File: config.mk
export PLATFORM = sky130hd
export DESIGN_NAME = power3_sched
export DESIGN_NICKNAME = d
export VERILOG_FILES = /design/src/rtl/power3_pkg.sv /design/src/rtl/sync_fifo.sv /design/src/rtl/power3_sched.sv
export SDC_FILE = /design/constraint.sdc
export NUM_CORES = 1
export LEC_CHECK = 0
export BUFFER_PORTS_ARGS = -buffer_cell sky130_fd_sc_hd__buf_2
export CAP_MARGIN = 25
export CORE_AREA = 2 2 82 84
export CTS_CLUSTER_SIZE = 24
export DETAILED_ROUTE_END_ITERATION = 10
export DIE_AREA = 0 0 84 86
export GPL_ROUTABILITY_DRIVEN = 0
export PLACE_DENSITY = 0.7
export SKIP_LAST_GASP = 1
export SYNTH_ARGS = -nofsm -noshare
export SYNTH_HDL_FRONTEND = slang
export SYNTH_HIERARCHICAL = 1
export SYNTH_SLANG_ARGS = --single-unit
File: constraint.sdc
create_clock -name i_clk -period 4.3 [get_ports i_clk]
set_input_delay 0 -clock i_clk [delete_from_list [all_inputs] [get_ports i_clk]]
set_output_delay 0 -clock i_clk [all_outputs]
set_load 0.02 [all_outputs]
File: src/rtl/power3_pkg.sv
// power3_pkg: shared definitions for the power3 scheduler.
//   OP_W    - operand / result width (8 bits, all arithmetic wraps mod 256)
//   state_e - scheduler FSM states
package power3_pkg;

   localparam int OP_W = 8;

   typedef enum logic [1:0] {
      ST_IDLE   = 2'd0,
      ST_LAUNCH = 2'd1,
      ST_RUN    = 2'd2,
      ST_HOLD   = 2'd3
   } state_e;

endpackage

File: src/rtl/sync_fifo.sv
// sync_fifo: single-clock FIFO with show-ahead head output.
// Ports:
//   i_clk, i_arstn - clock, asynchronous active-low reset (empties the FIFO)
//   push, din      - write request and data (ignored while full)
//   pop            - remove head (ignored while empty)
//   full, empty    - occupancy flags
//   head           - oldest entry, valid while empty=0
module sync_fifo #(
   parameter int WIDTH = 8,
   parameter int DEPTH = 4
) (
   input  logic             i_clk,
   input  logic             i_arstn,
   input  logic             push,
   input  logic [WIDTH-1:0] din,
   input  logic             pop,
   output logic             full,
   output logic             empty,
   output logic [WIDTH-1:0] head
);

   localparam int AW = $clog2(DEPTH);

   // Pointers carry one extra wrap bit so equal indices can mean full or empty.
   logic [AW:0]      wr_ptr_r;
   logic [AW:0]      rd_ptr_r;
   logic [WIDTH-1:0] mem_r [DEPTH];
   logic             do_push_s;
   logic             do_pop_s;

   assign empty     = (wr_ptr_r == rd_ptr_r);
   assign full      = (wr_ptr_r[AW] != rd_ptr_r[AW]) &&
                      (wr_ptr_r[AW-1:0] == rd_ptr_r[AW-1:0]);
   assign do_push_s = push & ~full;
   assign do_pop_s  = pop & ~empty;
   assign head      = mem_r[rd_ptr_r[AW-1:0]];

   // Storage array; written only on an accepted push, no reset needed.
   always_ff @(posedge i_clk) begin
      if (do_push_s) begin
         mem_r[wr_ptr_r[AW-1:0]] <= din;
      end
   end

   // Read/write pointers, wrapping naturally modulo 2*DEPTH.
   always_ff @(posedge i_clk or negedge i_arstn) begin
      if (!i_arstn) begin
         wr_ptr_r <= {(AW+1){1'b0}};
         rd_ptr_r <= {(AW+1){1'b0}};
      end else begin
         if (do_push_s) begin
            wr_ptr_r <= wr_ptr_r + {{AW{1'b0}}, 1'b1};
         end else begin
            wr_ptr_r <= wr_ptr_r;
         end
         if (do_pop_s) begin
            rd_ptr_r <= rd_ptr_r + {{AW{1'b0}}, 1'b1};
         end else begin
            rd_ptr_r <= rd_ptr_r;
         end
      end
   end

endmodule

File: src/rtl/power3_sched.sv
// power3_sched: queues operands and feeds them one at a time to an external
// power3 engine, returning x^3 mod 256 together with the operand.
// Ports:
//   i_clk, i_arstn          - clock, asynchronous active-low reset
//   i_x, i_xValid, o_xReady - operand input handshake (o_xReady = FIFO not full)
//   o_start, o_engX         - one-cycle launch pulse and operand to the engine
//   i_engPower, i_engFinished - engine result and completion flag
//   o_res, o_resX, o_resValid, i_resReady - result output handshake
module power3_sched
   import power3_pkg::*;
#(
   parameter int DEPTH = 4
) (
   input  logic            i_clk,
   input  logic            i_arstn,
   input  logic [OP_W-1:0] i_x,
   input  logic            i_xValid,
   output logic            o_xReady,
   output logic            o_start,
   output logic [OP_W-1:0] o_engX,
   input  logic [OP_W-1:0] i_engPower,
   input  logic            i_engFinished,
   output logic [OP_W-1:0] o_res,
   output logic [OP_W-1:0] o_resX,
   output logic            o_resValid,
   input  logic            i_resReady
);

   state_e          state_r;
   state_e          next_state_s;
   logic            fifo_full_s;
   logic            fifo_empty_s;
   logic [OP_W-1:0] fifo_head_s;
   logic            pop_s;
   logic            capture_s;
   logic            first_run_r;
   logic [OP_W-1:0] pending_r;
   logic [OP_W-1:0] res_r;
   logic [OP_W-1:0] res_x_r;
   logic            start_r;
   logic            res_valid_r;
   logic [OP_W-1:0] eng_x_r;

   sync_fifo #(
      .WIDTH (OP_W),
      .DEPTH (DEPTH)
   ) u_fifo (
      .i_clk   (i_clk),
      .i_arstn (i_arstn),
      .push    (i_xValid),
      .din     (i_x),
      .pop     (pop_s),
      .full    (fifo_full_s),
      .empty   (fifo_empty_s),
      .head    (fifo_head_s)
   );

   assign o_xReady = ~fifo_full_s;
   // The FSM only reaches LAUNCH with a non-empty FIFO, so this never pops empty.
   assign pop_s    = (state_r == ST_LAUNCH);
   // The engine's finished flag may still be high from the previous job during
   // the first RUN cycle, so it is only trusted from the second cycle on.
   assign capture_s = (state_r == ST_RUN) && !first_run_r && i_engFinished;

   assign o_start    = start_r;
   assign o_engX     = eng_x_r;
   assign o_res      = res_r;
   assign o_resX     = res_x_r;
   assign o_resValid = res_valid_r;

   // Next-state decode.
   always_comb begin
      next_state_s = state_r;
      case (state_r)
         ST_IDLE: begin
            if (!fifo_empty_s) begin
               next_state_s = ST_LAUNCH;
            end else begin
               next_state_s = ST_IDLE;
            end
         end
         ST_LAUNCH: begin
            next_state_s = ST_RUN;
         end
         ST_RUN: begin
            if (capture_s) begin
               next_state_s = ST_HOLD;
            end else begin
               next_state_s = ST_RUN;
            end
         end
         ST_HOLD: begin
            if (i_resReady) begin
               next_state_s = ST_IDLE;
            end else begin
               next_state_s = ST_HOLD;
            end
         end
         default: begin
            next_state_s = ST_IDLE;
         end
      endcase
   end

   // State register plus outputs registered from the next state, so o_start
   // and o_resValid are high exactly while in LAUNCH and HOLD respectively.
   // The FIFO head is stable from IDLE into LAUNCH (no pop before LAUNCH).
   always_ff @(posedge i_clk or negedge i_arstn) begin
      if (!i_arstn) begin
         state_r     <= ST_IDLE;
         start_r     <= 1'b0;
         res_valid_r <= 1'b0;
         eng_x_r     <= {OP_W{1'b0}};
         first_run_r <= 1'b0;
      end else begin
         state_r     <= next_state_s;
         start_r     <= (next_state_s == ST_LAUNCH);
         res_valid_r <= (next_state_s == ST_HOLD);
         first_run_r <= (state_r == ST_LAUNCH);
         if (next_state_s == ST_LAUNCH) begin
            eng_x_r <= fifo_head_s;
         end else begin
            eng_x_r <= {OP_W{1'b0}};
         end
      end
   end

   // Pending operand and captured result registers.
   always_ff @(posedge i_clk or negedge i_arstn) begin
      if (!i_arstn) begin
         pending_r <= {OP_W{1'b0}};
         res_r     <= {OP_W{1'b0}};
         res_x_r   <= {OP_W{1'b0}};
      end else begin
         if (state_r == ST_LAUNCH) begin
            pending_r <= fifo_head_s;
         end else begin
            pending_r <= pending_r;
         end
         if (capture_s) begin
            res_r   <= i_engPower;
            res_x_r <= pending_r;
         end else begin
            res_r   <= res_r;
            res_x_r <= res_x_r;
         end
      end
   end

endmodule

Word-level counts from Yosys, hierarchy flattened
Memories as Yosys holds them, arrays and structs flattened. Index checks and enable logic that the tools add are counted.

Eq/ne operators: 8. Bitwise logic cells: 4. Add/subtract/negate cells: 2. Muxes and demuxes: 7. Reduce and logical (&&, ||, !) cells: 5.

Operators by type and width (count): 8-bit 2-to-1 mux (1); 2-bit case mux with 4 select lines (1); 3-bit by 1-bit adder with 3-bit output (second input constant) (2); 2-bit equality test (second input constant) (3); 2-bit by 1-bit equality test with 1-bit output (second input constant) (2); 1-bit 2-to-1 mux (4); 3-bit equality test (1); 1-bit logical AND (3); 1-bit AND (2); 2-bit equality test (1); 2-bit zero test (1); 2-bit 2-to-1 mux (1); 1-bit NOT (2); 1-bit zero test (1); 1-bit inequality test (1).

Bits of input ports: 21. Memories: 1. Bits in registers: 43. Memory bits (writable): 32.

Memories: u_fifo.mem_r (depth 4, bits a word 8, rd ports 1, clocked after Yosys merged registers in 0, wr ports 1, RTL line sync_fifo.sv:27) `logic [WIDTH-1:0] mem_r [DEPTH];`.

Longest topological paths before layout
Depth in word-level cells: 7. Depth in mapped cells: 6.

Hierarchy
The synthesis kept the hierarchy.

Modules (own cells, without submodules): sync_fifo (sequential area each 1111.1 um^2, area each 1684.1 um^2, instances 1, cells an instance 93); power3_sched (sequential area each 925.9 um^2, area each 1395.1 um^2, instances 1, cells an instance 84).

Worst setup path before layout
Ideal clock, no wire load.

Kind: reg-to-reg. From: register u_fifo.rd_ptr_r[0]. To: register eng_x_r[0], in the netlist o_engX[0]. Setup time: 0.067 ns. Data arrival time: 1.568 ns. Buffers on the path: 2. Stages on the path, launching flop included: 7. Clock period less this slack: 1.635 ns. Setup slack: 2.665 ns. Cell sequence: dfrtp_1 > buf_6 > xnor2_2 > buf_6 > and3_1 > nor3_1 > and2_1.

Longest elaborated chain between the ends: 5. Elaborated cells between the ends (all ways): 6. Those cells by class: eq/ne: 2; mux: 3; memory: 1.

RTL lines: start, declared (RTL line sync_fifo.sv:26) `logic [AW:0] rd_ptr_r;`; start signal, assigned (RTL line sync_fifo.sv:49) `rd_ptr_r <= {(AW+1){1'b0}};`; start signal, assigned (RTL line sync_fifo.sv:57) `rd_ptr_r <= rd_ptr_r + {{AW{1'b0}}, 1'b1};`; start signal, assigned (RTL line sync_fifo.sv:59) `rd_ptr_r <= rd_ptr_r;`; 3-bit equality test (RTL line sync_fifo.sv:31) `assign empty = (wr_ptr_r == rd_ptr_r);`; net fifo_empty_s (RTL line power3_sched.sv:32) `logic fifo_empty_s;`; 1-bit 2-to-1 mux (RTL line power3_sched.sv:76) `if (!fifo_empty_s) begin`; 2-bit case mux with 4 select lines (RTL line power3_sched.sv:74) `case (state_r)`; 2-bit by 1-bit equality test with 1-bit output (RTL line power3_sched.sv:120) `if (next_state_s == ST_LAUNCH) begin`; 8-bit 2-to-1 mux (RTL line power3_sched.sv:120); end signal, assigned (RTL line power3_sched.sv:113) `eng_x_r <= {OP_W{1'b0}};`; end signal, assigned (RTL line power3_sched.sv:121) `eng_x_r <= fifo_head_s;`; end signal, assigned (RTL line power3_sched.sv:123) `eng_x_r <= {OP_W{1'b0}};`; end, declared (RTL line power3_sched.sv:42) `logic [OP_W-1:0] eng_x_r;`.

The timed path passes the listed nets, and every way through them passes these cells. A chain may end at the register's enable or synchronous reset.

Final worst setup path
From: register u_fifo.rd_ptr_r[0]. To: register eng_x_r[2], in the netlist o_engX[2].

Same word-level chain as after synthesis.

==> flow_metrics.py <==
metrics = {
    "worst_hold_path": {
        "min_path_cells": 4,
        "hold_path_end": "u_fifo/wr_ptr_r[0]$_DFFE_PN0P_",
        "timing.hold.worst.class": "primary input to flip-flop",
        "hold_path.startpoint": "i_xValid",
    },
    "cells_and_area": {
        "final_cell_mix": "sky130_fd_sc_hd__buf_2, sky130_fd_sc_hd__dfrtp_1, sky130_fd_sc_hd__edfxtp_1",
        "non_filler_instance_count_after_layout": 330,
        "layout.nets": 275,
        "layout_commonest_cell": "sky130_fd_sc_hd__buf_2",
        "area_delta_synth_final_pct": 20.93,
        "final_core_utilization_pct": 59.32,
        "antenna-diode-count": 0,
        "drive_gt1_share_pct": 37.15,
    },
    "worst_setup_path": {
        "critPathRequiredTime_ns": 4.58,
        "reg2reg_depth": 4,
        "crit-reg2reg-capture": "o_engX[2]$_DFF_PN0_",
        "cp.arrival_ns": 2.42,
        "end_kind": "flip-flop",
        "crit_path_start_kind": "flip-flop",
        "origin_of_the_critical_flop_to_flop_path": "u_fifo/rd_ptr_r[0]$_DFFE_PN0P_",
        "crit_type": "flip-flop to flip-flop",
        "r2r_setup_slack_ns": 2.16,
        "critical_path_peak_fanout": 11,
    },
    "power": {
        "intPower_uw": 1676,
        "ir_worst_vdd_mv": 0.4070,
        "power.share.switching_pct": 35.15,
        "static-leakage-power_uw": 0.001621,
        "pwr-share-comb_pct": 37.3,
        "switchingPower_uw": 908.6,
        "power_density_nw_per_um2": 694.2,
        "p_seq_share_pct": 44.9,
        "power.share.clock_pct": 17.8,
    },
    "detailed_routing": {
        "postRouteWirelength_um": 4899,
        "dr.first_iter.drc_count": 58,
        "detail_routed_net_length_per_standard_cell_um": 14.85,
        "routed-via-count": 1661,
        "post-route-drc-count": 0,
        "via_per_inst": 5.033,
        "drt-pass1-iter-count": 4,
        "ant_nets": 0,
    },
    "synthesis": {
        "yosys-mux-area-fraction_pct": 16.46,
        "synth_compound_area_share_pct": 3.698,
        "syn-num-nets": 203,
        "mappedNetlistArea_um2": 3079,
        "synth-seq-cells": 75,
        "synth.yosys.seq_area_share_pct": 66.15,
        "syn-mean-instance-area_um2": 17.40,
        "synthesis.instances": 177,
        "main_combinational_cell_family_by_area_after_synthesis": "multiplexers",
        "yosysWarnings": 6,
        "synthXorXnorAreaFrac_pct": 2.722,
        "post_synth_fa_ha_maj_area_fraction_pct": 2.032,
        "post_synth_num_cell_types": 33,
        "synth_simple_gate_area_share_pct": 5.892,
    },
    "sta": {
        "final-max-slew-violation-count": 0,
        "min_period_over_period_pct": 49.80,
        "finalSetupViolCount": 0,
        "fin_setup_tns_ns": 0,
        "finalClockSkew_ns": 0.008522,
        "timing.max_slew.rel_slack_pct": 37.10,
        "finalWorstPathRequiredPeriod_ns": 2.141,
        "unrepaired_setup_endpoints_after_global_routing": "false",
        "total_count_of_hold_check_failures_in_the_final_report": 0,
        "achievable-frequency_ghz": 0.4670,
        "transition_at_the_pin_with_the_smallest_max_transition_slack_ns": 0.9436,
    },
    "global_routing": {
        "grt_max_degree": 44,
        "vias_in_the_first_global_route": 1685,
        "groute.usage.overall_pct": 14.80,
        "first_pass_grt_wire_length_um": 8093,
        "overflow": 0,
        "initial_antenna_violation_count": 0,
    },
    "outcome": {
        "run_status": "finished, final reports clean",
    },
    "floorplan": {
        "boundaryPins": 48,
        "rows": 29,
        "fp.dieH_um": 86,
        "floorplan.core_area_um2": 6277,
        "fp.dieW_um": 84,
        "die_footprint_um2": 7224,
        "initial_utilization_pct": 49.05,
    },
    "placement": {
        "placed_cells_incl_taps": 295,
        "buffer_ports.inserted": 47,
        "place.detailed.hpwl_um": 3142,
    },
    "cts": {
        "clk_pin_slew_worst_paths_ns": 0.07,
        "clk-insertion-delay-late_ns": 0.34,
        "cts.root.buffer_cell": "sky130_fd_sc_hd__clkbuf_8",
        "tritoncts": "yes",
        "numClockSinks": 75,
        "post_cts.resized_instances": 0,
        "tritoncts_buffer_count": 9,
        "max-clock-path-buffers": 2,
        "clock_tree.htree_level_count": 3,
    },
    "flow_run": {
        "max_cap_viol_count": 0,
    },
}
==> kinds of logic (layout without fill, tap and decap cells) <==
group,count (synthesis),count (layout)
fa+ha+maj,5,5
mux,32,32
simple gates,30,30
compound gates,14,14
buf+inv,14,90
xor+xnor,7,7
flops,75,75
==> cell usage after synthesis <==
library cell	number	area (um^2)
sky130_fd_sc_hd__a21o_1	3	22.52
sky130_fd_sc_hd__a21oi_1	2	10.01
sky130_fd_sc_hd__a311o_1	1	10.01
sky130_fd_sc_hd__a31oi_1	2	12.51
sky130_fd_sc_hd__a31oi_2	1	12.51
sky130_fd_sc_hd__a31oi_4	1	21.27
sky130_fd_sc_hd__and2_1	12	75.07
sky130_fd_sc_hd__and3_1	2	12.51
sky130_fd_sc_hd__and4bb_1	1	12.51
sky130_fd_sc_hd__buf_12	1	20.02
sky130_fd_sc_hd__buf_2	2	10.01
sky130_fd_sc_hd__buf_6	3	33.78
sky130_fd_sc_hd__dfrtp_1	43	1076
sky130_fd_sc_hd__edfxtp_1	32	960.9
sky130_fd_sc_hd__ha_1	5	62.56
sky130_fd_sc_hd__inv_1	8	30.03
sky130_fd_sc_hd__mux2_2	15	168.9
sky130_fd_sc_hd__mux2_4	9	135.1
sky130_fd_sc_hd__mux4_1	6	157.7
sky130_fd_sc_hd__mux4_2	2	45.04
sky130_fd_sc_hd__nand2_1	1	3.750
sky130_fd_sc_hd__nand2b_1	3	18.77
sky130_fd_sc_hd__nand3_1	4	20.02
sky130_fd_sc_hd__nor2_1	2	7.510
sky130_fd_sc_hd__nor2b_1	1	6.260
sky130_fd_sc_hd__nor3_1	2	10.01
sky130_fd_sc_hd__nor3b_1	2	15.01
sky130_fd_sc_hd__o21a_1	2	15.01
sky130_fd_sc_hd__o21ai_0	2	10.01
sky130_fd_sc_hd__xnor2_1	2	17.52
sky130_fd_sc_hd__xnor2_2	2	32.53
sky130_fd_sc_hd__xor2_1	2	17.52
sky130_fd_sc_hd__xor2_2	1	16.27
==> critical path: stages (launching register included) <==
cell	delay, ns
sky130_fd_sc_hd__dfrtp_1	0.70
sky130_fd_sc_hd__xnor2_2	0.29
sky130_fd_sc_hd__and3_1	0.26
sky130_fd_sc_hd__nor3_1	0.61
sky130_fd_sc_hd__and2_1	0.23
==> power groups by stage <==
stage | registers [uW] | logic, uW | clock network [uW]
2_1_floorplan | 1260 | 655 | 0
3_3_place_gp | 1170 | 946 | 0
3_5_place_dp | 1180 | 957 | 0
4_1_cts | 1170 | 974 | 476
5_1_grt | 1200 | 1060 | 507
6_report | 1160 | 963 | 460
==> worst max-delay path by stage <==
stage	start	to
floorplan	u_fifo/rd_ptr_r[0]$_DFFE_PN0P_	o_engX[0]$_DFF_PN0_
global placement	u_fifo/rd_ptr_r[0]$_DFFE_PN0P_	o_engX[4]$_DFF_PN0_
detailed placement	u_fifo/rd_ptr_r[0]$_DFFE_PN0P_	o_engX[5]$_DFF_PN0_
CTS	u_fifo/rd_ptr_r[0]$_DFFE_PN0P_	o_engX[5]$_DFF_PN0_
global route	u_fifo/rd_ptr_r[0]$_DFFE_PN0P_	o_engX[7]$_DFF_PN0_
finish	u_fifo/rd_ptr_r[0]$_DFFE_PN0P_	o_engX[2]$_DFF_PN0_
==> metal layers <==
metal / track usage (%) / part of all wire, %
met3: 4.620 / 5.0
met4: 6.598 / 1.7
met1: 19.75 / 46
met2: 22.55 / 47
met5: 0 / 0
==> metrics by stage <==
stage                     power, uW  instance area, um^2  setup WS [ns]  hold slack, ns
after floorplan                1919                 3079          2.665         -0.2956
after global placement         2117                 3347          2.170          0.1850
final                          2585                 3724          2.159         0.06056
after detailed placement       2136                 3347          2.089          0.1954
after CTS                      2617                 3694          2.080         0.03661
after global routing           2761                 3724          1.918         0.08782
==> area by class of cell <==
| class | count | area [um^2] |
|---|---|---|
| fillers | 483 | 2554 |
| clock inverters | 6 | 42.54 |
| repair buffers | 67 | 445.4 |
| well taps | 77 | 96.34 |
| inverters | 8 | 30.03 |
| clock buffers | 9 | 123.9 |
| flip-flops and latches | 75 | 2037 |
| multi-input cells | 88 | 948.4 |
==> registers in the layout, summed over array words and instances, names as in the netlist <==
| register | count |
|---|---|
| pending_r | 8 |
| state_r | 2 |
| o_res | 8 |
| o_resValid | 1 |
| o_engX | 8 |
| o_resX | 8 |
| u_fifo/wr_ptr_r | 3 |
| u_fifo/rd_ptr_r | 3 |
| o_start | 1 |
| first_run_r | 1 |
| u_fifo/mem_r | 32 |
==> timing repair <==
action                    4_1_cts  5_1_grt
hold endpoints to repair       86        1
hold buffers                   18        1
setup buffers                   0        0
No activity file was read; power rests on OpenSTA's default activity.
